## src/rtl/mru_snapshot_dump_if.sv

```systemverilog
// Beat stream carrying a captured MRU snapshot, one entry per beat.
// The master side presents the beats and the slave side returns dump_ready_in.
interface mru_snapshot_dump_if #(
    parameter int DATA_W = 8
);
    logic [DATA_W-1:0] dump_data_out;
    logic [1:0]        dump_idx_out;
    logic              dump_last_out;
    logic              dump_valid_out;
    logic              dump_ready_in;

    modport master (
        output dump_data_out, dump_idx_out, dump_last_out, dump_valid_out,
        input  dump_ready_in
    );

    modport slave (
        input  dump_data_out, dump_idx_out, dump_last_out, dump_valid_out,
        output dump_ready_in
    );
endinterface

```

## src/rtl/mru_snapshot_dump.sv

```systemverilog
// Captures the 4-entry MRU list on request and streams its valid entries out, entry 0 first.
// Optional MRU_DUMP_AUTO_EN: a change in the IDLE-state list versus the last capture starts a dump.
module mru_snapshot_dump #(
    parameter int DATA_W     = 8,
    parameter int ARRAY_SIZE = 4
) (
    input  logic              clk_in,
    input  logic              reset_in,
    input  logic [DATA_W-1:0] in_0,
    input  logic [DATA_W-1:0] in_1,
    input  logic [DATA_W-1:0] in_2,
    input  logic [DATA_W-1:0] in_3,
    input  logic              in_valid_0,
    input  logic              in_valid_1,
    input  logic              in_valid_2,
    input  logic              in_valid_3,
    input  logic              dump_req_in,
    mru_snapshot_dump_if.master dump,
    output logic              busy_out,
    output logic              done_out,
    output logic              req_dropped_out
);
    typedef enum logic {IDLE, SEND} state_t;

    localparam logic [ARRAY_SIZE-1:0] ONE = ARRAY_SIZE'(1);

    state_t                               state_q, state_d;
    logic [ARRAY_SIZE-1:0][DATA_W-1:0]    in_data, snap_q, snap_d, src;
    logic [ARRAY_SIZE-1:0]                in_vld, svld_q, svld_d, pend_q, pend_d;
    logic [ARRAY_SIZE-1:0]                mask, rest;
    logic [1:0]                           nidx;
    logic [DATA_W-1:0]                    data_q, data_d;
    logic [1:0]                           idx_q, idx_d;
    logic                                 last_q, last_d;
    logic                                 valid_q, valid_d;
    logic                                 done_q, done_d;
    logic                                 drop_q, drop_d;
    logic                                 trig;

    assign in_data = {in_3, in_2, in_1, in_0};
    assign in_vld  = {in_valid_3, in_valid_2, in_valid_1, in_valid_0};

    function automatic logic [1:0] first_idx(input logic [ARRAY_SIZE-1:0] m);
        first_idx = 2'd0;
        for (int i = ARRAY_SIZE - 1; i >= 0; i--)
            if (m[i]) first_idx = 2'(i);
    endfunction

`ifdef MRU_DUMP_AUTO_EN
    // The snapshot registers double as the reference copy; stale data of invalid entries is ignored.
    logic auto_diff;
    always_comb begin
        auto_diff = (in_vld != svld_q);
        for (int i = 0; i < ARRAY_SIZE; i++)
            if (in_vld[i] && (in_data[i] != snap_q[i])) auto_diff = 1'b1;
    end
    assign trig = dump_req_in | auto_diff;
`else
    assign trig = dump_req_in;
`endif

    // First beat comes straight from the inputs being captured; later beats from the snapshot.
    assign mask = (state_q == IDLE) ? in_vld : pend_q;
    assign src  = (state_q == IDLE) ? in_data : snap_q;
    assign rest = mask & (mask - ONE);
    assign nidx = first_idx(mask);

    always_comb begin
        state_d = state_q;
        snap_d  = snap_q;
        svld_d  = svld_q;
        pend_d  = pend_q;
        data_d  = data_q;
        idx_d   = idx_q;
        last_d  = last_q;
        valid_d = valid_q;
        done_d  = 1'b0;
        drop_d  = 1'b0;
        case (state_q)
            IDLE: begin
                if (trig) begin
                    snap_d = in_data;
                    svld_d = in_vld;
                    if (|in_vld) begin
                        state_d = SEND;
                        data_d  = src[nidx];
                        idx_d   = nidx;
                        last_d  = (rest == '0);
                        pend_d  = rest;
                        valid_d = 1'b1;
                    end else begin
                        done_d = 1'b1;
                    end
                end
            end
            SEND: begin
                drop_d = dump_req_in;
                if (valid_q && dump.dump_ready_in) begin
                    if (last_q) begin
                        state_d = IDLE;
                        data_d  = '0;
                        idx_d   = 2'd0;
                        last_d  = 1'b0;
                        valid_d = 1'b0;
                        pend_d  = '0;
                        done_d  = 1'b1;
                    end else begin
                        data_d  = src[nidx];
                        idx_d   = nidx;
                        last_d  = (rest == '0);
                        pend_d  = rest;
                    end
                end
            end
            default: state_d = IDLE;
        endcase
    end

    always_ff @(posedge clk_in or posedge reset_in) begin
        if (reset_in) begin
            state_q <= IDLE;
            snap_q  <= '0;
            svld_q  <= '0;
            pend_q  <= '0;
            data_q  <= '0;
            idx_q   <= 2'd0;
            last_q  <= 1'b0;
            valid_q <= 1'b0;
            done_q  <= 1'b0;
            drop_q  <= 1'b0;
        end else begin
            state_q <= state_d;
            snap_q  <= snap_d;
            svld_q  <= svld_d;
            pend_q  <= pend_d;
            data_q  <= data_d;
            idx_q   <= idx_d;
            last_q  <= last_d;
            valid_q <= valid_d;
            done_q  <= done_d;
            drop_q  <= drop_d;
        end
    end

    assign dump.dump_data_out  = data_q;
    assign dump.dump_idx_out   = idx_q;
    assign dump.dump_last_out  = last_q;
    assign dump.dump_valid_out = valid_q;
    assign busy_out            = (state_q == SEND);
    assign done_out            = done_q;
    assign req_dropped_out     = drop_q;
endmodule

```

## src/flat_wrapper.sv

```systemverilog
// flat-port wrapper written by rule: the top's interface ports become plain ports
module mru_snapshot_dump_flat 
#(
    parameter int DATA_W     = 8,
    parameter int ARRAY_SIZE = 4
)
  (clk_in, reset_in, in_0, in_1, in_2, in_3, in_valid_0, in_valid_1, in_valid_2, in_valid_3, dump_req_in, busy_out, done_out, req_dropped_out, dump_dump_data_out, dump_dump_idx_out, dump_dump_last_out, dump_dump_valid_out, dump_dump_ready_in);
  mru_snapshot_dump_if #(.DATA_W(DATA_W)) dump_i ();
  input  logic clk_in;
  input  logic reset_in;
  input  logic [DATA_W-1:0] in_0;
  input  logic [DATA_W-1:0] in_1;
  input  logic [DATA_W-1:0] in_2;
  input  logic [DATA_W-1:0] in_3;
  input  logic in_valid_0;
  input  logic in_valid_1;
  input  logic in_valid_2;
  input  logic in_valid_3;
  input  logic dump_req_in;
  output logic busy_out;
  output logic done_out;
  output logic req_dropped_out;
  output wire logic [$bits(dump_i.dump_data_out)-1:0] dump_dump_data_out;
  output wire logic [$bits(dump_i.dump_idx_out)-1:0] dump_dump_idx_out;
  output wire logic [$bits(dump_i.dump_last_out)-1:0] dump_dump_last_out;
  output wire logic [$bits(dump_i.dump_valid_out)-1:0] dump_dump_valid_out;
  input wire logic [$bits(dump_i.dump_ready_in)-1:0] dump_dump_ready_in;
  assign dump_dump_data_out = dump_i.dump_data_out;
  assign dump_dump_idx_out = dump_i.dump_idx_out;
  assign dump_dump_last_out = dump_i.dump_last_out;
  assign dump_dump_valid_out = dump_i.dump_valid_out;
  assign dump_i.dump_ready_in = dump_dump_ready_in;
  mru_snapshot_dump #(.DATA_W(DATA_W), .ARRAY_SIZE(ARRAY_SIZE)) u_core (.clk_in(clk_in), .reset_in(reset_in), .in_0(in_0), .in_1(in_1), .in_2(in_2), .in_3(in_3), .in_valid_0(in_valid_0), .in_valid_1(in_valid_1), .in_valid_2(in_valid_2), .in_valid_3(in_valid_3), .dump_req_in(dump_req_in), .dump(dump_i), .busy_out(busy_out), .done_out(done_out), .req_dropped_out(req_dropped_out));
endmodule
```

## config.mk

```make
export PLATFORM = sky130hd
export DESIGN_NAME = mru_snapshot_dump_flat
export DESIGN_NICKNAME = d
export VERILOG_FILES = /design/src/rtl/mru_snapshot_dump_if.sv /design/src/rtl/mru_snapshot_dump.sv /design/src/flat_wrapper.sv
export SDC_FILE = /design/constraint.sdc
export NUM_CORES = 1
export LEC_CHECK = 0
export CORE_MARGIN = 5
export CORE_UTILIZATION = 45
export CTS_CLUSTER_SIZE = 14
export DETAILED_ROUTE_END_ITERATION = 10
export GPL_TIMING_DRIVEN = 1
export PLACE_DENSITY = 0.71
export SETUP_SLACK_MARGIN = 0.02
export SLEW_MARGIN = 20
export SYNTH_ARGS = -nofsm -noshare
export SYNTH_HDL_FRONTEND = slang
export SYNTH_SLANG_ARGS = --single-unit
```

## constraint.sdc

```tcl
create_clock -name clk_in -period 4 [get_ports clk_in]
set_input_delay 0.8 -clock clk_in [delete_from_list [all_inputs] [get_ports clk_in]]
set_output_delay 0.8 -clock clk_in [all_outputs]
set_load 0.005 [all_outputs]
```

==> results of run 1 <==
[stage by stage]
step,setup WS [ps],hold slack (ps),cells,power (mW),instance area (um^2)
finish,1150,481.6,428,2.306,3441
global route,954.9,506.2,428,2.488,3441
CTS,1141,485.3,428,2.319,3440
detailed placement,954.3,462.1,420,2.001,3348
global placement,1040,456.6,420,1.978,3348
floorplan,1999,445.4,310,1.666,2813
[path summary, 6_finish.rpt]
check	to	slack, ps	startpoint
setup / recovery	busy_out	1150	u_core.busy_out
hold / removal	u_core.snap_q[31]	480	u_core.snap_q[31]
min in group asynchronous	u_core.dump.dump_valid_out	950	reset_in
max in group asynchronous	u_core.busy_out	2480	reset_in
hold reg to reg	u_core.snap_q[31]	480	u_core.snap_q[31]
setup reg to reg	u_core.dump.dump_data_out[0]	1170	u_core.busy_out
[cells in the final DEF (no fill, tap or decap), drive strengths merged]
cell type      count
nand2             98
clkdlybuf4s50     54
dfrtp             50
o211ai            17
o21ai             12
nor2              11
a21oi             10
inv                9
mux2i              8
o31a               8
mux2               8
nand3b             8
o2111ai            8
o311ai             8
clkbuf             7
nor2b              5
nand2b             4
buf                4
o21a               3
o32ai              2
or3                2
a32o               2
clkinv             2
nand3              2
nor4               1
o31ai              1
a22oi              1
or2                1
o21bai             1
nand4              1
a21boi             1
and2               1
maj3               1
a2111oi            1
a21o               1
[state kept, by name, summed over array words and instances (netlist names)]
name / count
u_core.busy_out: 1
u_core.dump.dump_valid_out: 1
u_core.req_dropped_out: 1
u_core.snap_q: 32
u_core.dump.dump_last_out: 1
u_core.pend_q: 3
u_core.dump.dump_idx_out: 2
u_core.done_out: 1
u_core.dump.dump_data_out: 8
[per-layer routing]
layer / vias to the layer above / track usage (%)
met5: - / 0
li1: 1163 / -
met2: 66 / 31.11
met4: 0 / 6.089
met3: 13 / 3.594
met1: 1160 / 28.49
[cell families (layout without fill, tap and decap cells)]
family          count (synthesis)  after routing  synth area share [%]
simple gates                  134            134                 21.13
compound gates                 76             76                 21.93
flops                          50             50                 44.48
buf+inv                        33             76                 6.049
mux                            16             16                 6.050
fa+ha+maj                       1              1                0.3559
[where the power goes]
group          switching, mW  internal, mW  total (mW)
Sequential             0.250         0.716       0.966
Combinational          0.558         0.468        1.03
Clock                  0.175         0.140       0.315
[area by class of cell]
cell class                 instances  area share [%]
clock buffer                       7           2.509
clock inverter                     1          0.1455
inverter                          10           1.127
multi-input combinational        227           40.51
sequential                        50           36.40
tap                               75           2.727
timing repair buffer              58           16.58
==> results by group, run 1 <==
Critical path
  • Reg2reg path depth: 5
  • Worst Setup End Kind: output port
  • WP data arrival: slightly above 2000 ps
  • Top delay family on crit path: flip-flops
  • WS Path Type: reg2out
  • Worst EP required: ~3200 ps
  • CP bufs+invs: 1
  • Slowest stage delay, CP: 1070 ps
  • Crit-path cells: clkdlybuf4s50_1
  • Critical path depth in cells: 1
  • Crit start category: flip-flop
  • Worst-path maximum fanout: 49
  • CP max stage cell: dfrtp_2

Final layout
  • Share of post-route cells with drive strength above 1: 9.065%
  • Nets: a little under 400
  • Fill cell count: between 500 and 600
  • N_diodes: 0
  • Layout Area Growth over Synthesis: 22.33%
  • Reg area: ~1300 um^2
  • Finished Core Util: about 57%
  • Footprint of the multi-input gates: between 1000 and 1500 um^2

STA
  • Worst Tran Pin Value: about 1000 ps
  • RSZ-0062 raised after global routing: no
  • Slew headroom: 30.24%
  • Fmax: about 0.35 GHz
  • Fin Clk Skew: approximately 6.3 ps
  • Tcrit/Tclk final: between 70% and 80%
  • Fin. max-slew vios: 0
  • Setup TNS: 0 ps
  • Period minus WS final: around 2900 ps
  • Final setup fails: 0
  • Final Hold Viols: 0

GRT
  • Initial antenna violation count: 0
  • Vias in the first global route: roughly 2,400
  • Total grt overflow: 0
  • First-pass GRT wire length: around 12 mm
  • Largest net degree at the start of global routing: between 50 and 60
  • Gr usage total: between 10% and 20%

Detailed routing
  • Via count: roughly 2,400
  • Wire length on met3: ~460 um
  • First DRT Iteration DRCs: 141
  • Final ANT Viol Nets: 0
  • Uppermost layer routed: met4
  • Routed WL: 7.431 mm
  • Vias per inst: between 5 and 6
  • DRC violations left: 0
  • WL/cell: roughly 17 um
  • Metal1 wirelength: 3.400 mm
  • First-pass iteration count of the detailed router: 4
  • Routed wl met2: ~3.4 mm

Power
  • IR drop worst, VDD: around 0.3 mV
  • PwrDens: 670.2 nW/um^2
  • Leakage: roughly 1.5 nW

Logic synthesis
  • Syn Inst Count: 310
  • Mean Syn Cell Area: between 9 and 10 um^2
  • Top-count cell post-synth: nand2_1
  • Net Count, Synth: 350
  • Yosys reg bits: 50
  • Async SR Flop Fraction: 100.0%
  • Seq/Total Area, Yosys: 44.48%
  • Synth cell types: 42
  • Ys flop type: dfrtp_1
  • Post-Syn Area: about 2800 um^2
  • Synth top area share: about 44%
  • Largest area contributor in the netlist: dfrtp_1
  • Number of flops mapped to enable cells by yosys: 0
  • YS warnings: 0
  • Top cells by instance count after synthesis: nand2_1, dfrtp_1, o211ai_1, nor2_1, o21ai_0
  • Synth area leaders: dfrtp_1, nand2_1, o211ai_1

CTS
  • # resized after CTS: 0
  • Longest Clk Path Bufs: 2
  • # clock sinks: 50
  • TritonCTS clock tree: yes
  • Worst-skew pair later-pin latency: between 300 and 400 ps
  • Setup repair bufs after CTS: 0
  • Clock transition at the registers of the reported paths: 90 ps
  • Hold_buf cts: 0
  • H-tree depth: 2
  • CTS buffer count: 5
  • Root buf cell: clkbuf_8

Die
  • Initial core utilization: a little under half
  • Die height: roughly 90 um
  • Row cnt: 28
  • Die area: just under 8000 um^2
  • CORE AREA: 5991 um^2
  • Top Ports: 55
  • Die Wd: 89.06 um

Flow run
  • Max Cap Viol: 0

Run status
  • Outcome: finished, final reports clean

Hold path
  • WHS Path Cells: 2
  • Type of the worst min-delay path: reg2reg

Placement
  • Routability cong.: about 0.81
  • IO buf count: between 50 and 60
  • DP Wirelength: just over 5 mm
Power figures use the tool's default switching activity.
==> run 2, diff against run 1 <==
--- a/config.mk
+++ b/config.mk
@@ -10,7 +10,7 @@
 export CTS_CLUSTER_SIZE = 14
 export DETAILED_ROUTE_END_ITERATION = 10
 export GPL_TIMING_DRIVEN = 1
-export PLACE_DENSITY = 0.71
+export PLACE_DENSITY = 0.74
 export SETUP_SLACK_MARGIN = 0.02
 export SLEW_MARGIN = 20
 export SYNTH_ARGS = -nofsm -noshare
==> constraint.sdc (replaced) <==
create_clock -name clk_in -period 2.5 [get_ports clk_in]
set_input_delay 0.5 -clock clk_in [delete_from_list [all_inputs] [get_ports clk_in]]
set_output_delay 0.5 -clock clk_in [all_outputs]
set_load 0.005 [all_outputs]
==> run 2 against run 1 <==
Worst setup slack got worse by 830 ps. Utilization increased by 1.5 points. Cell count grew 2.8%. Die area unchanged. Via count grew 1.6%. Clock-buffer cell count down 1. Sequential share of layout area shrank 0.95 points. Power rose by 62%. Largest cell class unchanged. Largest power group unchanged.
==> results by group, run 2 (synthesis results as in run 1) <==
Run status
  • Outcome: finished, final reports clean

Final layout
  • Top reg by flops: u_core.snap_q
  • Reg area: 1252 um^2
  • Max reg flops: 32
  • N_diodes: 0
  • Share of post-route cells with drive strength above 1: roughly an eighth
  • Fill cell count: about 530
  • Finished Core Util: 58.98%
  • Commonest non-fill, non-tap cell in the layout: nand2_1
  • Layout Area Growth over Synthesis: 25.62%
  • Most frequent cells in the layout: nand2_1, clkdlybuf4s50_1, dfrtp_1, o211ai_1, buf_4
  • Footprint of the multi-input gates: around 1400 um^2
  • Nets: about 400

Power
  • Leakage: between 1.5 and 2 nW
  • IR drop worst, VDD: between 0.5 and 0.6 mV
  • PwrDens: between 1000 and 1500 nW/um^2

Placement
  • Routability cong.: 0.8198
  • DP Wirelength: approximately 5.2 mm
  • IO buf count: 54

CTS
  • # clock sinks: 50
  • TritonCTS clock tree: yes
  • Hold_buf cts: 0
  • H-tree depth: 2
  • # resized after CTS: 0
  • Clock transition at the registers of the reported paths: 100 ps
  • Longest Clk Path Bufs: 2
  • CTS buffer count: 5
  • Setup repair bufs after CTS: 0
  • Worst-skew pair later-pin latency: between 300 and 400 ps
  • Root buf cell: clkbuf_8

Detailed routing
  • Routed WL: between 7 and 8 mm
  • WL/cell: roughly 16 um
  • DRC violations left: 0
  • First-pass iteration count of the detailed router: 4
  • First DRT Iteration DRCs: ~150
  • Final ANT Viol Nets: 0
  • Vias per inst: around 5.5
  • Via count: ~2,400

STA
  • Fmax: approximately 0.46 GHz
  • Fin Clk Skew: 7.924 ps
  • Setup TNS: 0 ps
  • Period minus WS final: 2176 ps
  • Fin. max-slew vios: 0
  • RSZ-0062 raised after global routing: no
  • Tcrit/Tclk final: 87.03%
  • Final Hold Viols: 0
  • Slew headroom: 60.85%
  • Final setup fails: 0
  • Worst Tran Pin Value: 586.5 ps

GRT
  • Largest net degree at the start of global routing: between 40 and 50
  • Vias in the first global route: around 2,400
  • Total grt overflow: 0
  • Initial antenna violation count: 0
  • Gr usage total: between 10% and 20%
  • First-pass GRT wire length: between 10 and 15 mm

Die
  • CORE AREA: roughly 6000 um^2
  • Die area: around 7900 um^2
  • Top Ports: 55
  • Die Wd: around 89 um
  • Die height: 89.06 um
  • Row cnt: 28
  • Initial core utilization: a little under half

Critical path
  • WS Path Type: reg2out
  • Worst EP required: roughly 2000 ps
  • Reg2reg path depth: 5
  • CP max stage cell: dfrtp_2
  • Crit-path cells: clkdlybuf4s50_1
  • Reg2Reg Capture Point: u_core.dump.dump_data_out[7]
  • Slowest stage delay, CP: between 700 and 800 ps
  • Top delay family on crit path: flip-flops
  • Critical path origin: u_core.busy_out
  • CP bufs+invs: 1
  • Worst flop-to-flop path startpoint: u_core.busy_out
  • Worst-path maximum fanout: 27
  • CP Capture Point: busy_out
  • WP data arrival: 1680 ps
  • Register-to-register setup slack: ~460 ps
  • Crit start category: flip-flop
  • Worst Setup End Kind: output port
  • Critical path depth in cells: 1

Hold path
  • Worst min-delay path startpoint: u_core.snap_q[4]
  • Type of the worst min-delay path: reg2reg

Flow run
  • Max Cap Viol: 0
[run 2: final cells by class]
type	instances	area share [%]
Timing Repair Buffer	70	18.70
Clock buffer	6	2.337
Clock inverter	2	0.3541
Inverter	10	1.062
Multi-Input combinational cell	227	39.45
Tap cell	75	2.656
Sequential cell	50	35.45
[run 2: metrics by stage]
step	area (um^2)	total power, mW	hold slack [ps]	worst slack (ps)	std cells
final	3533	3.744	484.6	324.3	440
after global routing	3533	4.044	507.5	240.6	440
after CTS	3533	3.760	486.5	311.1	440
after detailed placement	3438	3.255	462.2	29.37	432
after global placement	3438	3.200	457.0	84.11	432
after floorplan	2813	2.666	445.4	798.8	310
[run 2: power breakdown]
group / total (mW) / internal [mW] / switching (mW)
combinational: 1.76 / 0.812 / 0.944
sequential: 1.48 / 1.15 / 0.331
clock: 0.510 / 0.223 / 0.287
[run 2: routing by layer]
metal | part of all wire, % | GRT usage (%)
met5 | 0 | 0
met4 | 0.54 | 2.842
met1 | 47 | 28.90
met2 | 47 | 30.36
met3 | 6.1 | 3.410
[run 2: how the worst min path moves through the flow]
stage | end | cells after the start
2_1_floorplan | u_core.snap_q[10] | 2
3_3_place_gp | u_core.snap_q[8] | 2
3_5_place_dp | u_core.snap_q[4] | 2
4_1_cts | u_core.snap_q[7] | 2
5_1_grt | u_core.snap_q[4] | 2
6_report | u_core.snap_q[4] | 2
[run 2: worst register-to-register path: stages, from the launching register on]
cell and delay (ps):
dfrtp_2 750, buf_4 400, nand2b_1 140, o32ai_4 150
a21oi_2 190, o311ai_1 310
